[src/rtl/rotate_left_iter.sv]
// rtl/rotate_left_iter.sv - multi-cycle left rotator, one bit position per clock
module rotate_left_iter #(
  parameter int W  = 8,
  parameter int AW = 3
) (
  input  logic          clk,
  input  logic          reset_n,
  input  logic          start,
  input  logic [W-1:0]  a,
  input  logic [AW-1:0] amt,
  output logic          ready,
  output logic          done_tick,
  output logic [W-1:0]  y
);

  typedef enum logic [1:0] {
    S_IDLE = 2'd0,
    S_OP   = 2'd1,
    S_DONE = 2'd2
  } state_t;

  state_t        state_q, state_d;
  logic [W-1:0]  r_q, r_d;
  logic [AW-1:0] n_q, n_d;

  // State, working register and remaining count; reset aborts any operation in flight
  always_ff @(posedge clk or negedge reset_n) begin
    if (!reset_n) begin
      state_q <= S_IDLE;
      r_q     <= '0;
      n_q     <= '0;
    end else begin
      state_q <= state_d;
      r_q     <= r_d;
      n_q     <= n_d;
    end
  end

  // Next-state logic: capture in IDLE, rotate one place per cycle in OP, pulse in DONE
  always_comb begin
    state_d   = state_q;
    r_d       = r_q;
    n_d       = n_q;
    ready     = 1'b0;
    done_tick = 1'b0;
    unique case (state_q)
      S_IDLE: begin
        ready = 1'b1;
        if (start) begin
          r_d     = a;
          n_d     = amt;
          state_d = S_OP;
        end
      end
      S_OP: begin
        // n only decrements while non-zero, so it can never wrap
        if (n_q != '0) begin
          r_d = {r_q[W-2:0], r_q[W-1]};
          n_d = n_q - AW'(1);
        end else begin
          state_d = S_DONE;
        end
      end
      S_DONE: begin
        done_tick = 1'b1;
        state_d   = S_IDLE;
      end
      default: begin
        state_d = S_IDLE;
      end
    endcase
  end

  assign y = r_q;

endmodule

[config.mk]
export PLATFORM = sky130hd
export DESIGN_NAME = rotate_left_iter
export DESIGN_NICKNAME = d
export VERILOG_FILES = /design/src/rtl/rotate_left_iter.sv
export SDC_FILE = /design/constraint.sdc
export NUM_CORES = 1
export LEC_CHECK = 0
export BUFFER_PORTS_ARGS = -buffer_cell sky130_fd_sc_hd__buf_2
export CORE_ASPECT_RATIO = 1.5
export CORE_MARGIN = 3
export CORE_UTILIZATION = 27
export DETAILED_ROUTE_END_ITERATION = 12
export GPL_ROUTABILITY_DRIVEN = 0
export GPL_TIMING_DRIVEN = 0
export PLACE_DENSITY = 0.44
export SLEW_MARGIN = 20
export SYNTH_ARGS = -nofsm -noshare
export SYNTH_HDL_FRONTEND = slang
export SYNTH_SLANG_ARGS = --single-unit
[constraint.sdc]
create_clock -name clk -period 3.1 [get_ports clk]
set_input_delay 0.31 -clock clk [delete_from_list [all_inputs] [get_ports clk]]
set_output_delay 0.31 -clock clk [all_outputs]
set_load 0.02 [all_outputs]
==> results.md, run 1 <==
* FF-to-FF Start: n_q[0]$_DFFE_PN0P_
* YS warnings at 0
* Pwr dens at 1230 mW/mm²
* Rows at 22
* Area contributors post-synth: dfrtp_1 (46%), mux2_2 (16%), mux2_4 (13%), mux2i_1 (4.3%), ha_1 (3.5%)
* FMAX at 539 MHz
* Post-CTS Setup Inserts at 0
* # nets final at 97
* Die area at 0.00328 mm²
* Worst setup path class: register to register
* Syn avg cell area at between 10 and 15 µm²
* RSZ-0062 raised after global routing: false
* Asr flop ratio synth at 1.00
* CP most frequent cell: ha_1
* Cts bufs inserted at 3
* Status: finished, final reports clean
* Post-synth cell types at 17
* Initial antenna violation count at 0
* Top-area cell type share of the netlist area at 0.461
* Arrival @ worst endpoint at 2.01 ns
* Vias in the first global route at 451
* Commonest cells post-synth: dfrtp_1 (13), mux2_2 (10), mux2_4 (6)
* Worst-skew pair later-pin latency at 0.27 ns
* Worst Path Buf+Inv at 2
* Critical path's slowest cell: a211oi_2
* Layout Area Growth over Synthesis at 25.7%
* Final critical-path share of the clock period at 0.599
* Slowest stage delay, CP at 0.37 ns
* Via count at between 400 and 500
* Root Driver: clkbuf_4
* Setup Viol. Count Final at 0
* Fin cells at 104
* Placed Cells incl. Taps at 99
* Initial core utilization at 0.285
* Reg clk slew, reported paths at roughly 0.080 ns
* Sequential cell area fraction in the yosys report at 0.461
* CP Launch Type: register
* Worst-path cell chain: inv_1 -> ha_1 -> ha_1 -> a211oi_2 -> buf_6 -> mux2_4
* Total GRT Usage at 0.0935
* Die Height at ~69 µm
* DR DRC count at 0
* DIE WIDTH at 47.7 µm
* CP endpoint kind: register
* Htree depth at 1
* DR WL/cell at 12.5 µm
* Pleak at about 0.47 nW
* Post-Synthesis Cells at 52
* ANT cells at 0
* Synth Flop Type: dfrtp_1
* Share of cells above drive strength 1 at 0.588
* Clk buf depth at 2
* Post-DP HPWL at between 900 and 1000 µm
* DRT Wirelength at roughly 1300 µm
* Mapped Area at 706 µm²
* Peak supply drop at 0.435 mV
* Via/cell ratio at 4.66
* TritonCTS clock tree: yes
* Final Skew at just over 0.007 ns
* Mapped Nets at 68
* Crit. Startpoint: n_q[0]$_DFFE_PN0P_
* Largest net degree at the start of global routing at 14
* Port Buffers at 23
* Fillers at 250
* Initial DRC count at 6
* CTS resizes at 0
* Synthesized flop and latch total at 13
* GR Overflow Total at 0
* Max_slew headroom at 0.775
* Min-delay src: amt[2]
* Final Hold Slack at 0.339 ns
* Final setup TNS at 0 ns
* Max-Cap Viols at 0
* # IOs at 24
* Core Box Area at 0.00248 mm²
* Most common cell in the netlist: dfrtp_1
* Synth area leader: dfrtp_1
* Layout Utilization at 0.358
* Tmin final at 1.86 ns
* Sink Count at 13
* Worst Max-Slew Pin Slew at approximately 0.34 ns
* Delay-heaviest family, CP: adder cells
* Post-synth EDFFs at 0
* First-pass iteration count of the detailed router at 2
* First-pass GRT wire length at 2090 µm
* Worst min-delay path category: primary input to register
* Max Transition Viols Final at 0
* Final Hold Viols at 0
* Critical path fanouts, max at 10
* WP data required at about 3.3 ns
* Post-DRT Antenna Nets at 0
[repair_timing]
item | in CTS | in global routing
hold buffers | 1 | 0
hold endpoints to repair | 13 | 0
setup endpoints to repair | 0 | 0
[worst reg2reg max path, stage by stage (launching register included)]
cell and delay, ns:
dfrtp_1 0.35, inv_1 0.06, ha_1 0.20, ha_1 0.22
a211oi_2 0.37, buf_6 0.23, mux2_4 0.31
[state kept, by name, summed over array words and instances (netlist names)]
| name | cells |
|---|---|
| state_q | 2 |
| y | 8 |
| n_q | 3 |
[per-layer routing]
layer	track usage	vias to the layer above	share of wire
met1	0.124	231	0.45
met2	0.131	16	0.47
li1	-	236	-
met3	0.0234	2	0.061
met4	0.0606	0	0.015
met5	0	-	0
[through the flow]
step                power [mW]  area [µm²]  setup slack, ns
finish                    1.09         887             1.24
global route              1.19         887             1.14
CTS                       1.11         887             1.22
detailed placement        1.00         851             1.24
global placement         0.996         851             1.24
floorplan                0.852         706             1.42
[path summary, 6_finish.rpt]
| kind | slack (ns) | endpoint | cells after the start |
|---|---|---|---|
| worst max-delay path | 1.24 | y[6]$_DFFE_PN0P_ | 6 |
| worst min-delay path | 0.34 | n_q[2]$_DFFE_PN0P_ | 3 |
| worst max register to register | 1.24 | y[6]$_DFFE_PN0P_ | 6 |
| worst min register to register | 0.53 | y[4]$_DFFE_PN0P_ | 1 |
| max in group asynchronous | 2.41 | y[4]$_DFFE_PN0P_ | 2 |
| min in group asynchronous | 0.45 | n_q[1]$_DFFE_PN0P_ | 2 |
[power by group]
| group | switching [mW] | internal (mW) | total (mW) | leakage [nW] |
|---|---|---|---|---|
| clock network | 0.0536 | 0.0497 | 0.103 | 0.0150 |
| registers | 0.0637 | 0.261 | 0.325 | 0.153 |
| logic | 0.293 | 0.370 | 0.663 | 0.306 |
| total | 0.410 | 0.681 | 1.09 | 0.474 |
[cells in the final DEF (no fill, tap or decap)]
cell            n
mux2_4          6
dlygate4sd3_1   1
nor2_1          2
ha_1            2
nor3b_1         1
buf_6           2
a211oi_2        1
and2_1          1
dfrtp_1        13
nand3b_1        1
mux2_2         10
and2b_2         1
o22ai_1         1
clkbuf_1        1
mux2i_1         3
buf_2          23
a31oi_1         1
inv_1           5
nor2b_4         1
o21ai_0         1
clkbuf_4        3
[cells by family after synthesis]
group,count (synthesis),share of synthesized area
multiplexers,19,0.330
flip-flops,13,0.461
AO/OA/AOI/OAI,4,0.0426
AND/OR/NAND/NOR,7,0.0727
buffers and inverters,7,0.0585
adder cells (fa/ha/maj),2,0.0355
[final cells by class]
| type | instances | area, µm² | share of cell area |
|---|---|---|---|
| Sequential cell | 13 | 325 | 0.367 |
| Tap cell | 24 | 30.0 | 0.0339 |
| Clock buffer | 4 | 26.3 | 0.0296 |
| Inverter | 5 | 18.8 | 0.0212 |
| Buffer | 2 | 22.5 | 0.0254 |
| Multi-Input combinational cell | 32 | 339 | 0.382 |
| Timing Repair Buffer | 24 | 125 | 0.141 |
Note: power is estimated with default switching activity, not from simulation.
==> run 2: changes to the inputs <==
Settings changed: ABC_AREA from default to 1.
Clock period 3.1 ns to 1.77 ns, I/O delays scaled along.
==> results.md, run 2 <==
* Status: finished, final reports clean
* Synthesized flop and latch total at 13
* Post-DRT Antenna Nets at 0
* Mapped Area at roughly 700 µm²
* Port Buffers at 23
* Initial core utilization at 0.288
* First-pass iteration count of the detailed router at 4
* Die Height at 69 µm
* Final setup TNS at 0 ns
* Worst Max-Slew Pin Slew at 0.321 ns
* Root Driver: clkbuf_4
* Pwr dens at 2110 mW/mm²
* Initial antenna violation count at 0
* Min-delay src: a[1]
* # nets final at about 150
* Most frequent cells in the layout: nand2_1 (47), buf_2 (28), nand3_1 (23)
* Hold depth at 5
* Max reg flops at 8
* DRT Wirelength at 1920 µm
* Largest net degree at the start of global routing at 14
* DR WL/cell at approximately 13 µm
* Htree depth at 1
* CP endpoint kind: register
* Final Hold Slack at around 0.18 ns
* Top-area cell type share of the netlist area at 0.455
* YS warnings at 0
* Flop-to-flop setup slack at 0.33 ns
* Reg clk slew, reported paths at approximately 0.090 ns
* Clk buf depth at 2
* Peak supply drop at 0.677 mV
* Sink Count at 13
* Critical path fanouts, max at 10
* Hold EP: y[1]$_DFFE_PN0P_
* Sequential cell area fraction in the yosys report at 0.455
* Share of cells above drive strength 1 at 0.256
* Pleak at 0.546 nW
* Commonest cells post-synth: nand2_1 (47), nand3_1 (23), dfrtp_1 (13)
* Reg2reg end: y[6]$_DFFE_PN0P_
* Setup Viol. Count Final at 0
* RSZ-0062 raised after global routing: false
* Initial DRC count at 3
* Max-Cap Viols at 0
* Top Layer Used: met4
* Layout Utilization at 0.362
* Via count at 746
* Syn avg cell area at 7.07 µm²
* CP most frequent cell: nand2_1
* Via/cell ratio at 4.88
* Most common cell in the netlist: nand2_1
* Vias in the first global route at 745
* Max Transition Viols Final at 0
* Critical path's slowest cell: dfrtp_1
* Arrival @ worst endpoint at ~1.7 ns
* Worst setup path class: register to register
* TritonCTS clock tree: yes
* FF-to-FF Start: n_q[0]$_DFFE_PN0P_
* Post-synth EDFFs at 0
* Core Box Area at 0.00248 mm²
* Worst min-delay path category: primary input to register
* Mapped Nets at 117
* Synth area leader: dfrtp_1
* Met2 WL at 940 µm
* FMAX at 693 MHz
* DR WL met3 at 64 µm
* Most common cell after layout, fill and taps aside: nand2_1
* Post-Synthesis Cells at 101
* DR DRC count at 0
* # IOs at 24
* Cts bufs inserted at 3
* Worst Path Buf+Inv at 3
* Layout Area Growth over Synthesis at 25.4%
* ANT cells at 0
* Worst r2r path cells at 9
* Pwr Total at between 1.5 and 2 mW
* Worst-skew pair later-pin latency at 0.27 ns
* Final critical-path share of the clock period at 0.816
* Asr flop ratio synth at 1.00
* Post-DP HPWL at roughly 1400 µm
* Rows at 22
* Delay-heaviest family, CP: simple AND/OR/NAND/NOR gates
* CTS resizes at 0
* Worst-path cell chain: inv_1 -> ha_1 -> ha_1 -> inv_1 -> nand3_1 -> nand2_1 -> buf_4 -> nand2_1 -> nand2_1
* Total GRT Usage at 0.132
* GR Overflow Total at 0
* Final Skew at between 0.007 and 0.008 ns
* WP data required at 1.99 ns
* Synth Flop Type: dfrtp_1
* Tmin final at 1.44 ns
* Final Hold Viols at 0
* Area contributors post-synth: dfrtp_1 (46%), nand2_1 (25%), nand3_1 (16%), inv_1 (3.7%), buf_2 (3.5%)
* Max_slew headroom at 0.786
* First-pass GRT wire length at 3240 µm
* Met1 WL at 894 µm
* DIE WIDTH at 48 µm
* Slowest stage delay, CP at 0.35 ns
* CP Launch Type: register
* Die area at 0.00331 mm²
* Post-synth cell types at 9
run 2: cell types whose count changed after synthesis, sizes merged, moves of 2 or more:
cell,delta
mux2,-16
inv,+2
mux2i,-3
buf,+4
nand3,+23
nand2,+47
run 2: routing by layer:
metal,vias to the layer above,GRT usage
li1,377,-
met1,353,0.178
met2,14,0.203
met3,2,0.0157
met4,0,0.0539
met5,-,0
run 2: cell type report:
class,instances,area [µm²]
clock buffers,4,26.3
repair buffers,24,125
inverters,7,26.3
flip-flops and latches,13,325
plain buffers,6,32.5
multi-input cells,75,330
well taps,24,30.0
fillers,286,1580
run 2: timing repair:
action	CTS	global route
setup endpoints to repair	0	0
setup buffers	0	0
endpoints found under the hold margin	13	0
hold buffers	1	0
run 2: where the power goes:
group / switching, mW / internal (mW)
clock network: 0.0987 / 0.0872
registers: 0.110 / 0.448
logic: 0.751 / 0.399
total: 0.960 / 0.934
run 2: worst min-delay path: cells and delay by family:
kind / cells / cell delay, ns
simple gates: 4 / 0.17
buf+inv: 1 / 0.07
run 2: kinds of logic (layout without fill, tap and decap cells):
group,Yosys count,count (layout),share of synthesized area
AND/OR/NAND/NOR,73,73,0.427
flip-flops,13,13,0.455
buffers and inverters,13,41,0.0823
adder cells (fa/ha/maj),2,2,0.0350
run 2: how the worst max path moves through the flow:
| stage | from | end | slack, ns | cells past startpoint |
|---|---|---|---|---|
| after detailed placement | n_q[0]$_DFFE_PN0P_ | y[0]$_DFFE_PN0P_ | 0.34 | 9 |
| after global routing | n_q[0]$_DFFE_PN0P_ | y[0]$_DFFE_PN0P_ | 0.14 | 9 |
| after global placement | n_q[0]$_DFFE_PN0P_ | y[0]$_DFFE_PN0P_ | 0.32 | 9 |
| after floorplan | n_q[0]$_DFFE_PN0P_ | y[0]$_DFFE_PN0P_ | 0.49 | 9 |
| after CTS | n_q[0]$_DFFE_PN0P_ | y[0]$_DFFE_PN0P_ | 0.31 | 9 |
| final | n_q[0]$_DFFE_PN0P_ | y[6]$_DFFE_PN0P_ | 0.33 | 9 |
run 2: stage by stage:
stage / setup WS (ns) / instances / instance area [µm²]
2_1_floorplan: 0.491 / 101 / 714
3_3_place_gp: 0.318 / 148 / 860
3_5_place_dp: 0.336 / 148 / 860
4_1_cts: 0.312 / 153 / 896
5_1_grt: 0.144 / 153 / 896
6_report: 0.326 / 153 / 896
==> run 3: changes to the inputs <==
Clock period 1.77 ns to 1.35 ns, I/O delays scaled along.
==> results.md, run 3 (synthesized netlist as in run 2, its figures left out) <==
* GR Overflow Total at 0
* Port Buffers at 23
* Largest net degree at the start of global routing at 14
* Initial core utilization at 0.288
* Worst-skew pair later-pin latency at 0.27 ns
* Placed Cells incl. Taps at 148
* Share of cells above drive strength 1 at 0.401
* Die Height at 69 µm
* Worst setup path class: register to register
* Htree depth at 1
* Worst Max-Slew Pin Slew at 0.323 ns
* CP endpoint kind: register
* Reg clk slew, reported paths at 0.08 ns
* First-pass iteration count of the detailed router at 4
* Via/cell ratio at 4.86
* Final Hold Slack at 0.149 ns
* Layout Utilization at 0.429
* DR WL/cell at roughly 13 µm
* RSZ-0062 raised after global routing: true
* Peak supply drop at 0.959 mV
* Max Transition Viols Final at 0
* Pwr dens at about 3000 mW/mm²
* FMAX at approximately 760 MHz
* Max-Cap Viols at 0
* Arrival @ worst endpoint at 1.48 ns
* Vias in the first global route at 753
* Max_slew headroom at 0.785
* First-pass GRT wire length at 3340 µm
* Final worst slack at 0.0311 ns
* Hold depth at 5
* Worst slack at placement at -0.0836 ns
* Initial DRC count at 12
* Sink Count at 13
* Critical path fanouts, max at 5
* Pleak at 0.609 nW
* Fin cells at 161
* Cts bufs inserted at 3
* Final Hold Viols at 0
* ANT cells at 0
* Post-DRT Antenna Nets at 0
* Most common cell after layout, fill and taps aside: nand2_1
* # IOs at 24
* Die area at 0.00331 mm²
* Worst r2r path cells at 8
* Initial antenna violation count at 0
* Tmin final at 1.32 ns
* Clk buf depth at 2
* Total GRT Usage at 0.136
* Worst min-delay path category: primary input to register
* Setup Viol. Count Final at 0
* # nets final at 154
* WP data required at between 1.5 and 2 ns
* Status: finished, final reports clean
* Max reg flops at 8
* Layout Area Growth over Synthesis at 48.9%
* DR DRC count at 0
* Core Box Area at approximately 0.0025 mm²
* Final setup TNS at 0 ns
* Final Skew at just over 0.008 ns
* Root Driver: clkbuf_4
* Final Cell Area at between 0.001 and 0.0015 mm²
* Rows at 22
* Final critical-path share of the clock period at 0.977
* CP Launch Type: register
* DIE WIDTH at between 40 and 50 µm
* Pwr Total at 3.19 mW
* Post-DP HPWL at about 1400 µm
* Via count at 783
* DRT Wirelength at 2160 µm
* Most frequent cells in the layout: nand2_1 (41), buf_2 (24), nand3_1 (22)
* TritonCTS clock tree: yes
* Post-DP Area at 860 µm²
## run 3: report_power, final
group | internal, mW | total (mW) | switching [mW]
Clock | 0.114 | 0.240 | 0.125
Sequential | 0.591 | 0.736 | 0.145
Combinational | 0.973 | 2.21 | 1.24
## run 3: critical path, stage by stage (launching register included)
cell	delay, ns
dfrtp_1	0.37
inv_2	0.05
ha_4	0.16
ha_4	0.15
inv_4	0.05
nand3_4	0.12
clkbuf_16	0.18
nand3_1	0.06
nand2_1	0.05
## run 3: worst paths after layout
kind	startpoint	endpoint	slack (ns)
hold / removal	a[1]	y[1]$_DFFE_PN0P_	0.15
min in group asynchronous	reset_n	y[2]$_DFFE_PN0P_	0.28
max in group asynchronous	reset_n	state_q[0]$_DFFE_PN0P_	0.80
hold reg to reg	n_q[2]$_DFFE_PN0P_	n_q[2]$_DFFE_PN0P_	0.53
setup / recovery	n_q[1]$_DFFE_PN0P_	n_q[2]$_DFFE_PN0P_	0.03
setup reg to reg	n_q[1]$_DFFE_PN0P_	n_q[2]$_DFFE_PN0P_	0.03
## run 3: layout make-up
cell class,instances,area [µm²]
clock buffers,4,26.3
repair buffers,32,209
well taps,24,30.0
multi-input cells,75,388
flip-flops and latches,13,327
inverters,7,28.8
plain buffers,6,55.1
fillers,271,1410
## run 3: what timing repair did
item / CTS / global route
setup buffers: 2 / 4
endpoints found under the hold margin: 13 / 0
pin swaps: 1 / 2
endpoints found under the setup margin: 11 / 12
hold buffers: 1 / 0
gates cloned: 1 / 1
gates resized for setup: 15 / 14
## run 3: layer usage
layer / vias to the layer above / part of all wire / GRT usage
met2: 18 / 0.51 / 0.221
met3: 2 / 0.035 / 0.0157
met5: - / 0 / 0
met4: 0 / 0.0079 / 0.0539
met1: 374 / 0.44 / 0.175
li1: 389 / - / -
